==> src/rtl/video_pkg.sv <==
// Video constants and pattern index definitions shared by the pixel pipeline
// and the controllers that drive it.
package video_pkg;

  localparam int H_ACTIVE = 640;
  localparam int V_ACTIVE = 480;

  localparam int PAT_W = 3;

  localparam logic [PAT_W-1:0] PAT_COLOR_BARS = 3'd0;
  localparam logic [PAT_W-1:0] PAT_GRADIENT   = 3'd1;
  localparam logic [PAT_W-1:0] PAT_CHECKER    = 3'd2;
  localparam logic [PAT_W-1:0] PAT_GRID       = 3'd3;

  typedef enum logic [1:0] {
    DB_RELEASED     = 2'd0,
    DB_PRESS_WAIT   = 2'd1,
    DB_PRESSED      = 2'd2,
    DB_RELEASE_WAIT = 2'd3
  } db_state_e;

endpackage

==> src/rtl/button_debounce.sv <==
// Two-flop synchronizer plus a four-state debounce FSM; emits a single-cycle
// pulse when a press has been stable for DEBOUNCE_CYCLES synchronized cycles.
module button_debounce
  import video_pkg::*;
#(
  parameter int DEBOUNCE_CYCLES = 250000
) (
  input  logic clk,
  input  logic rst_n,
  input  logic btn_n,
  output logic press_o
);

  localparam int CW = (DEBOUNCE_CYCLES > 2) ? $clog2(DEBOUNCE_CYCLES) : 1;
  localparam logic [CW-1:0] CNT_LAST = CW'(DEBOUNCE_CYCLES - 1);

  logic [1:0]    sync_q;
  logic          btn_sync;
  db_state_e     state_q;
  logic [CW-1:0] cnt_q;
  logic [CW-1:0] cnt_inc;
  logic          press_q;

  assign btn_sync = sync_q[1];
  assign cnt_inc  = cnt_q + 1'b1;
  assign press_o  = press_q;

  // The cycle that enters a WAIT state counts as the first stable cycle.
  always_ff @(posedge clk or negedge rst_n) begin
    if (!rst_n) begin
      sync_q  <= 2'b11;
      state_q <= DB_RELEASED;
      cnt_q   <= '0;
      press_q <= 1'b0;
    end else begin
      sync_q  <= {sync_q[0], btn_n};
      press_q <= 1'b0;
      case (state_q)
        DB_RELEASED: begin
          if (!btn_sync) begin
            state_q <= DB_PRESS_WAIT;
            cnt_q   <= '0;
          end
        end
        DB_PRESS_WAIT: begin
          if (btn_sync) begin
            state_q <= DB_RELEASED;
          end else if (cnt_inc == CNT_LAST) begin
            state_q <= DB_PRESSED;
            press_q <= 1'b1;
          end else begin
            cnt_q <= cnt_inc;
          end
        end
        DB_PRESSED: begin
          if (btn_sync) begin
            state_q <= DB_RELEASE_WAIT;
            cnt_q   <= '0;
          end
        end
        DB_RELEASE_WAIT: begin
          if (!btn_sync) begin
            state_q <= DB_PRESSED;
          end else if (cnt_inc == CNT_LAST) begin
            state_q <= DB_RELEASED;
          end else begin
            cnt_q <= cnt_inc;
          end
        end
        default: state_q <= DB_RELEASED;
      endcase
    end
  end

endmodule

==> src/rtl/pattern_sequencer.sv <==
// Selects and animates the active test pattern; all changes commit on the
// clock edge following frame_start so no frame mixes two patterns.
module pattern_sequencer
  import video_pkg::*;
#(
  parameter int NUM_PATTERNS    = 4,
  parameter int AUTO_FRAMES     = 300,
  parameter int DEBOUNCE_CYCLES = 250000,
  parameter int H_ACTIVE        = video_pkg::H_ACTIVE
) (
  input  logic             clk,
  input  logic             rst_n,
  input  logic             frame_start,
  input  logic             btn_n,
  input  logic             auto_en,
  input  logic             scroll_en,
  output logic [PAT_W-1:0] pattern_sel,
  output logic             pattern_changed,
  output logic [9:0]       scroll_x,
  output logic             btn_pressed
);

  localparam int FW = (AUTO_FRAMES > 1) ? $clog2(AUTO_FRAMES) : 1;

  logic [1:0]       rst_sync_q;
  logic             rst_int_n;
  logic             press;
  logic             pending_q, pending_d;
  logic [FW-1:0]    frame_cnt_q, frame_cnt_d;
  logic [PAT_W-1:0] pattern_sel_q, pattern_sel_d;
  logic             changed_q, changed_d;
  logic [9:0]       scroll_q, scroll_d;
  logic             auto_term;
  logic             advance;

  // Assertion passes straight through; release is aligned to clk.
  always_ff @(posedge clk or negedge rst_n) begin
    if (!rst_n) rst_sync_q <= 2'b00;
    else        rst_sync_q <= {rst_sync_q[0], 1'b1};
  end
  assign rst_int_n = rst_sync_q[1];

  button_debounce #(
    .DEBOUNCE_CYCLES(DEBOUNCE_CYCLES)
  ) u_debounce (
    .clk    (clk),
    .rst_n  (rst_int_n),
    .btn_n  (btn_n),
    .press_o(press)
  );

  assign auto_term = auto_en && (frame_cnt_q == FW'(AUTO_FRAMES - 1));
  // A press arriving on the boundary cycle itself is honoured there.
  assign advance   = frame_start && (pending_q || press || auto_term);

  always_comb begin
    pending_d     = pending_q | press;
    frame_cnt_d   = frame_cnt_q;
    pattern_sel_d = pattern_sel_q;
    changed_d     = 1'b0;
    scroll_d      = scroll_q;
    if (advance) begin
      pending_d     = 1'b0;
      frame_cnt_d   = '0;
      scroll_d      = '0;
      changed_d     = 1'b1;
      pattern_sel_d = (pattern_sel_q == PAT_W'(NUM_PATTERNS - 1)) ? '0 : pattern_sel_q + 1'b1;
    end else if (frame_start) begin
      if (auto_en) frame_cnt_d = frame_cnt_q + 1'b1;
      if (scroll_en) scroll_d = (scroll_q == 10'(H_ACTIVE - 1)) ? '0 : scroll_q + 1'b1;
    end
    if (!auto_en) frame_cnt_d = '0;
  end

  always_ff @(posedge clk or negedge rst_int_n) begin
    if (!rst_int_n) begin
      pending_q     <= 1'b0;
      frame_cnt_q   <= '0;
      pattern_sel_q <= '0;
      changed_q     <= 1'b0;
      scroll_q      <= '0;
    end else begin
      pending_q     <= pending_d;
      frame_cnt_q   <= frame_cnt_d;
      pattern_sel_q <= pattern_sel_d;
      changed_q     <= changed_d;
      scroll_q      <= scroll_d;
    end
  end

  assign pattern_sel     = pattern_sel_q;
  assign pattern_changed = changed_q;
  assign scroll_x        = scroll_q;
  assign btn_pressed     = press;

endmodule

==> config.mk <==
export PLATFORM = sky130hd
export DESIGN_NAME = pattern_sequencer
export DESIGN_NICKNAME = d
export VERILOG_FILES = /design/src/rtl/video_pkg.sv /design/src/rtl/button_debounce.sv /design/src/rtl/pattern_sequencer.sv
export SDC_FILE = /design/constraint.sdc
export NUM_CORES = 1
export LEC_CHECK = 0
export ABC_AREA = 1
export CAP_MARGIN = 20
export CORE_UTILIZATION = 27
export CTS_CLUSTER_DIAMETER = 80
export DETAILED_ROUTE_END_ITERATION = 10
export GPL_ROUTABILITY_DRIVEN = 1
export PLACE_DENSITY = 0.44
export SYNTH_ARGS = -nofsm -noshare
export SYNTH_HDL_FRONTEND = slang
export SYNTH_HIERARCHICAL = 1
export SYNTH_SLANG_ARGS = --single-unit
==> constraint.sdc <==
create_clock -name clk -period 3.7 [get_ports clk]
set_input_delay 0.37 -clock clk [delete_from_list [all_inputs] [get_ports clk]]
set_output_delay 0.37 -clock clk [all_outputs]
set_load 0.02 [all_outputs]
==> run summary, run 1 <==
The flow ran to the end, and the final reports show no timing, DRC or antenna violations. Measured along the x axis, the die boundary spans 107 um. Summing the areas of all fa, ha and maj instances in the mapped netlist gives 2.09% of the synthesized area. The setup clock skew after layout was 0.00705 ns; the share of the synthesized area in compound gates (AO/OA/AOI/OAI) was 2.21%. The final layout contains routed wiring with a total length of 6.49 mm. The depth of the worst register-to-register path is 12, and the total of endpoints with negative setup slack in the final report is 0. Cells with a size suffix above 1 make up 13.4% of the layout. The share of synthesized area occupied by flip-flops and latches is 41.0%.

In the routed design, unresolved DRC markers number 0. No sink is reached through more buffers than the 2 on the longest clock path. The worst setup path is captured at a register.

Setup repair after global routing left no endpoint under its margin. At the end of the flow, the number of nets in the layout was 442. Final setup slack of the worst path: 1.51 ns. STA classifies the critical path startpoint as a register.

The logs give 0 for the leftover overflow at the end of global routing and 33 for the count of different cell masters after synthesis. The number of antenna diodes in the final layout is 0. After layout, the design draws a total of 1.21 mW. The floorplan step defined a core boundary enclosing 0.0108 mm2.

The synthesized netlist devotes 2.92% of its cell area to XOR and XNOR gates. Static timing analysis puts the maximum clock frequency at 456 MHz. The synthesis-to-layout area growth works out to 15.8%.

The number of hold-repair buffers added at the cts stage is 0. The worst-case IR drop observed on VDD is 0.211 mV. The total leakage power was 1.62 nW.

In this run the worst setup path terminates at u_debounce/cnt_q[1]. The global router's overall resource usage is 12.7%. In this run the clock root is driven by a sky130_fd_sc_hd__clkbuf_8. TritonCTS built the clock tree.

Across the run, the number of max-cap violations was 0. Walking the worst path, the cells encountered are ha_1 > nand2_2 > nor2_4 > nand2_2 > nor2_2 > nand3b_1 > nand2_2 > nand2_2 > nor2_4 > nand2_2 > nand3b_1 > nand2_1. The run gives 418 as the net count after synthesis. The number of endpoints with negative hold slack in the final report was 0.

The logs give 0 for the post-CTS repair timing setup buffer count and 2470 for the detailed-route via count. Library cell appearing most often on the critical path: sky130_fd_sc_hd__nand2_2. Of the total synthesized cell area, the portion taken by AND, OR, NAND and NOR gates is 44.2%.

The H-tree level count came out at 2. The worst-path cell with the longest stage delay was sky130_fd_sc_hd__dfrtp_1. Yosys attributes the largest share of cell area to sky130_fd_sc_hd__dfrtp_1 39%, sky130_fd_sc_hd__nand2_1 18%, sky130_fd_sc_hd__nand3_1 6.2%. The clock reaches the later pin of the worst-skew pair after 0.31 ns. Routability-driven placement finished with a final weighted congestion of 0.796. Among all flip-flop cells after synthesis, the most frequent one is sky130_fd_sc_hd__dfrtp_1. By instance count, the leading cell after synthesis is sky130_fd_sc_hd__nand2_1. The number of antenna violations at the first check in global routing is 0, and the fraction of synthesized area in multiplexers is 0%. After synthesis, the mean cell area works out to 7.37 um2.

Summing all multi-input logic gate instances after layout gives 0.00154 mm2. After detailed routing, the number of vias per cell comes to 4.32. For the number of gates given a new drive strength after cts, the log shows 0.

The count of yosys warnings during synthesis is 6. STA puts the critical path data arrival time at 2.39 ns. The number of global-route vias before repair came out at 2487. TritonCTS created 5 clock buffers. The number of filler cells placed in the layout was 1176. Along the worst path, the maximum fanout reaches 18. In this run, synthesis inferred 0 flip-flops with an integrated enable.

The run gives 1.51 ns as the pre-CTS setup slack. Counting instances in the post-synthesis netlist gives the leading cell types as 146 x sky130_fd_sc_hd__nand2_1, 47 x sky130_fd_sc_hd__dfrtp_1, 42 x sky130_fd_sc_hd__inv_1. The worst register-to-register path ends at u_debounce/cnt_q[1]. The starting DRC count in detailed routing is 110. The critical path's largest stage delay was 0.43 ns; the average routed wire per standard cell was 11.4 um. The count of pins over their slew limit was 0. The detail route stage leaves a number of antenna-violating nets equal to 0.

The type of the worst min-delay path was in -> async. Setup total negative slack on the finished layout was measured at 0 ns. At the worst endpoint, the required time is 3.90 ns. In this run, synthesis produced a sequential element count of 49. The source of the critical timing path was u_debounce/cnt_q[1]. Entering global routing, the biggest net connects 30 pins.

The async set or reset register ratio after synthesis is 100%, and the synthesized cell area is 0.00300 mm2. Shortest period the worst path allows: 2.19 ns. Critical path start-end classification: reg -> reg. The run gives 0.0115 mm2 as the floorplan die area.

After layout, the worst path uses 59.3% of the clock period. The top-level port count came out at 21. The pre-antenna-repair detailed-routing pass consisted of 4 iterations. Detailed placement finished with a half-perimeter wire length of 4.77 mm.

The cell taking the most area after synthesis was sky130_fd_sc_hd__dfrtp_1. Setup slack on the worst reg-to-reg path comes out at 1.51 ns. The worst register-to-register path begins at u_debounce/cnt_q[1]. For this design the ratio of total power to cell area is 348 mW/mm2.

Clock transition at the registers of the reported paths: 0.09 ns. Once layout is complete, the utilization of the core stands at 32.0%. Counting every sink on the clock net gives 49.

The cell row count is 38, and the number of standard cells after synthesis is 407. Once the floorplan was initialized, standard cells occupied 27.7% of the core. The die is 107 um tall. The combinational family with the most area after synthesis is simple AND/OR/NAND/NOR gates.

The global-route wire length before repair came out at 11.7 mm. The area share of the largest cell type after synthesis came out at 39.2%. Summing all flip-flop and latch instances after layout gives 0.00123 mm2. During placement, the flow inserted port buffers numbering 20.
## stage by stage
step	instances	hold slack (ns)	area [um2]
3_3_place_gp	563	0.335	3340
6_report	572	0.216	3470
5_1_grt	572	0.207	3470
4_1_cts	572	0.209	3470
3_5_place_dp	564	0.248	3360
2_1_floorplan	407	0.0744	3000
## sequential cells by signal (all words and copies together), names as in the netlist, named ones only
register / count
pending_q: 1
frame_cnt_q: 9
u_debounce/sync_q: 2
rst_sync_q: 2
u_debounce/state_q: 1
u_debounce/cnt_q: 18
pattern_changed: 1
scroll_x: 10
u_debounce/press_o: 1
pattern_sel: 3
## critical path: cells and delay by family, from the launching register on
family | cells | cell delay [ns]
AND/OR/NAND/NOR | 11 | 1.40
flip-flops | 1 | 0.43
adder cells (fa/ha/maj) | 1 | 0.23
## layout make-up
cell class / count / area share (%)
Clock buffer: 7 / 2.49
Clock inverter: 1 / 0.865
Inverter: 47 / 5.15
Multi-Input combinational cell: 306 / 44.5
Sequential cell: 49 / 35.4
Tap cell: 140 / 5.05
Timing Repair Buffer: 22 / 6.56
## routing by layer
metal	track usage, %	vias up	share of wire [%]
met5	0	-	0
met4	3.72	0	1.4
met3	2.24	8	3.2
met2	20.9	32	45
met1	17.0	1102	50
li1	-	1328	-
## power breakdown
part | switching (mW) | total (mW) | leakage (nW) | internal [mW]
clock | 0.185 | 0.405 | 0.0585 | 0.221
sequential | 0.0474 | 0.614 | 0.652 | 0.567
combinational | 0.103 | 0.189 | 0.909 | 0.0862
total | 0.335 | 1.21 | 1.62 | 0.874
## cell usage in the layout (no fill, tap or decap), types with 4 or more instances in the layout
master,count
sky130_fd_sc_hd__nand2_1,146
sky130_fd_sc_hd__dfrtp_1,46
sky130_fd_sc_hd__inv_1,42
sky130_fd_sc_hd__nand3_1,37
sky130_fd_sc_hd__nor2_1,32
sky130_fd_sc_hd__clkdlybuf4s50_1,20
sky130_fd_sc_hd__nand4_1,17
sky130_fd_sc_hd__nand2_2,14
sky130_fd_sc_hd__nor2_2,12
sky130_fd_sc_hd__nand3b_1,6
sky130_fd_sc_hd__clkbuf_8,6
sky130_fd_sc_hd__xnor2_1,5
sky130_fd_sc_hd__xor2_1,5
sky130_fd_sc_hd__ha_1,5
sky130_fd_sc_hd__nor2_4,5
sky130_fd_sc_hd__inv_2,4
sky130_fd_sc_hd__nand3_2,4
## logic make-up after synthesis
logic type / after synthesis
simple gates: 280
buf+inv: 52
flops: 49
compound gates: 10
xor+xnor: 10
fa+ha+maj: 5
other cells: 1
## worst min path at each step
stage	startpoint	endpoint	slack (ns)	cells after the start
floorplan	rst_n	rst_sync_q[0]	0.07	0
global placement	rst_sync_q[0]	rst_sync_q[1]	0.33	0
finish	rst_n	rst_sync_q[0]	0.22	1
detailed placement	rst_sync_q[1]	u_debounce/cnt_q[3]	0.25	0
CTS	rst_n	rst_sync_q[0]	0.21	1
global route	rst_n	rst_sync_q[0]	0.21	1
(Power assumes the default switching activity.)
==> run 2, diff against run 1 <==
PLACE_DENSITY = 0.45   (was 0.44)
clock period = 1.9 ns   (was 3.7 ns; I/O delays follow)
==> run summary, run 2 (synthesis gave the netlist of run 1 again) <==
Flip-flop count of the largest register, all copies and words added: 18 (unchanged). The register with the most flip-flops was u_debounce/cnt_q. Net count of the finished layout: 485 (+9.7%). The non-filler instance count after layout was 615 (+7.5%); the global-route wire length before repair was 12.3 mm (+5.0%).

For the H-tree level count, the log shows 2 (unchanged). The tools report the clock latency of the later-clocked register in the worst-skew pair as 0.31 ns (about the same). For the number of endpoints with negative hold slack in the final report, the log shows 0 (unchanged). The routability-driven placement congestion ratio was 0.807 (+1.4%). The die boundary height came out at 107 um (unchanged). The total wirelength of the detailed-routed design is 7.33 mm (+13%), and the count of pins over their slew limit is 0 (unchanged). The total leakage power is 1.88 nW (+16%). TritonCTS built the clock tree. The worst setup path is launched from a register. The per-cell via count in the routed design is 4.42 (+2.3%), and the reg2reg setup slack is -0.21 ns (-1.72 ns). The number of buffer cells added on primary ports works out to 20 (unchanged).

Setup repair after global routing could not meet its margin everywhere. For the number of hold-repair buffers added at the cts stage, the log shows 0 (unchanged). The number of global-route vias before repair came out at 2586 (+4.0%). Floorplan die area: 0.0115 mm2 (unchanged). The tools report the post-route DRC violation count as 0 (unchanged).

The clock transition at the registers of the reported paths is 0.09 ns (about the same). The share of the clock period used by the worst path came out at 111% (+52 points). Clock tree buffer depth: 2 (unchanged). The arrival time of the worst setup path is 2.36 ns (-0.03 ns). In the layout the commonest cells are 127 x sky130_fd_sc_hd__nand2_1, 45 x sky130_fd_sc_hd__dfrtp_1, 42 x sky130_fd_sc_hd__buf_4, 41 x sky130_fd_sc_hd__inv_1, 34 x sky130_fd_sc_hd__nand3_1. The total of endpoints with negative setup slack in the final report came out at 20 (+20). The synthesis-to-layout area growth was 31.5%. The number of nets with antenna violations after detailed routing was 0 (unchanged). The global router's overall resource usage came out at 13.3% (+0.59 points). The final reports fail on setup timing. The tools report the detailed-route via count as 2716 (+10%).

The critical path start-end classification is reg -> reg. STA classifies the critical path endpoint as a register. The required time of the worst setup path was 2.14 ns (-1.76 ns).

The floorplan die width was 107 um (unchanged); the average routed wire per standard cell was 11.9 um (+5.0%). Number of iterations in the first detailed-routing pass: 4 (unchanged). The flow ran to the end, but the final reports show violations. The power per cell area came out at 637 mW/mm2 (+83%).

The instance count after placement with tap cells included was 600 (+6.4%); the final total power was 2.51 mW (+110%). The run gives 73 (-34%) as the starting DRC count in detailed routing. The largest fanout on the critical path works out to 7 (-11).

Setup clock skew after layout: 0.00697 ns (-0.0000854 ns). The clock root buffer was sky130_fd_sc_hd__clkbuf_8. Number of antenna violations at the first check in global routing: 0 (unchanged). In this run the worst hold path is classified as in -> async.

The clock buffer count from CTS came out at 5 (unchanged). The number of filler cells placed in the layout is 1160 (-1.4%). Leaving out fill and tap cells, the most frequent cell in the layout is sky130_fd_sc_hd__nand2_1. The worst-case vdd ir drop came out at 0.411 mV (+95%). The top-level port count was 21 (unchanged); the total half-perimeter wirelength after legalization and detailed placement was 5.14 mm (+7.8%). For the cell row count, the log shows 38 (unchanged). The run gives 0 (unchanged) as the leftover overflow at the end of global routing. The effective utilization at floorplan came out at 27.7% (unchanged).

The run gives 30 (unchanged) as the maximum number of pins on one net before global-route repair. The proportion of layout cells with a drive suffix above 1 was 27.6% (+14 points). The tools report the number of max-capacitance violations reported as 0 (unchanged). The run gives -0.212 ns (-1.72 ns) as the final setup slack of the worst path.

Number of antenna cells inserted: 0 (unchanged). The highest achievable clock rate is 473 MHz (+3.9%), and the shortest period the worst path allows is 2.11 ns (-0.0821 ns). The tools report the CTS sink count as 49 (unchanged).

At the pin with the least slew margin, the transition time is 0.683 ns. For the placeable core area, the log shows 0.0108 mm2 (unchanged). Headroom to the max-slew limit came out at 54.4%.
[run 2: changes by cell type in the layout (fill, tap and decap cells not counted), moves of 3 or more]
cell	delta
sky130_fd_sc_hd__nand2_4	+3
sky130_fd_sc_hd__nand3_1	-3
sky130_fd_sc_hd__nand2_1	-19
sky130_fd_sc_hd__nand3_2	+3
sky130_fd_sc_hd__nand2_2	+16
sky130_fd_sc_hd__nand2_8	+3
sky130_fd_sc_hd__buf_4	+41
[run 2: final cells by class]
type	count	area (um2)	area share (%)
repair buffers	62	515	13.1
well taps	140	175	4.44
multi-input cells	309	1700	43.2
inverters	47	179	4.54
flip-flops and latches	49	1230	31.2
clock buffers	5	68.8	1.75
clock inverters	3	68.8	1.75
[run 2: through the flow]
step                hold slack (ns)  utilization (%)  instance area [um2]  TNS, ns  setup slack [ns]
floorplan                    -0.106                -                 3000        0           0.00299
global placement              0.335             33.3                 3610    -3.12            -0.189
detailed placement            0.337             33.3                 3610    -3.63            -0.230
CTS                          0.0296             35.0                 3790    -1.41           -0.0917
global route                 0.0272             36.4                 3940    -7.02            -0.373
finish                       0.0399             36.4                 3940    -3.78            -0.212
[run 2: worst max-delay path, cell delays in order, from the launching register on]
cell and delay [ns]:
sky130_fd_sc_hd__dfrtp_1 0.36, sky130_fd_sc_hd__ha_2 0.22, sky130_fd_sc_hd__nand2_4 0.07, sky130_fd_sc_hd__nor2_4 0.23, sky130_fd_sc_hd__nand3_2 0.12, sky130_fd_sc_hd__nand2_2 0.10, sky130_fd_sc_hd__nand2_2 0.06, sky130_fd_sc_hd__nor2_4 0.12
sky130_fd_sc_hd__nand3_2 0.11, sky130_fd_sc_hd__nor2_4 0.15, sky130_fd_sc_hd__nand3_4 0.21, sky130_fd_sc_hd__nand2_8 0.18, sky130_fd_sc_hd__nand2_4 0.06, sky130_fd_sc_hd__nand2_2 0.05
[run 2: path summary, 6_finish.rpt]
path / startpoint / endpoint / cells past startpoint
min: rst_n / rst_sync_q[0] / 1
min in group clk: btn_n / u_debounce/sync_q[0] / 1
max: u_debounce/cnt_q[1] / u_debounce/cnt_q[5] / 13
min reg2reg: rst_sync_q[1] / scroll_x[3] / 0
max in group asynchronous: rst_sync_q[1] / frame_cnt_q[4] / 1
max reg2reg: u_debounce/cnt_q[1] / u_debounce/cnt_q[5] / 13
[run 2: per-layer routing]
metal	vias up	track usage (%)	part of all wire, %
met5	-	0	0
met4	0	3.03	0.72
met3	6	2.72	2.3
met2	27	22.3	49
met1	1260	17.6	48
li1	1423	-	-
[run 2: repair_timing]
item	4_1_cts	5_1_grt
gates resized for setup	6	30
pin swaps	0	17
setup endpoints to repair	19	21
setup buffers	0	4
gates cloned	1	2
[run 2: power breakdown]
group	internal [mW]	leakage (nW)	total, mW	switching (mW)
logic	0.186	1.16	0.402	0.216
registers	1.10	0.650	1.20	0.0973
clock network	0.530	0.0687	0.907	0.377
total	1.82	1.88	2.51	0.690
==> run 3, diff against run 2 <==
CTS_BUF_LIST = sky130_fd_sc_hd__clkbuf_8   (was default)
==> results of run 3 <==
The final DEF is identical to that of run 2; final timing and power are the same.
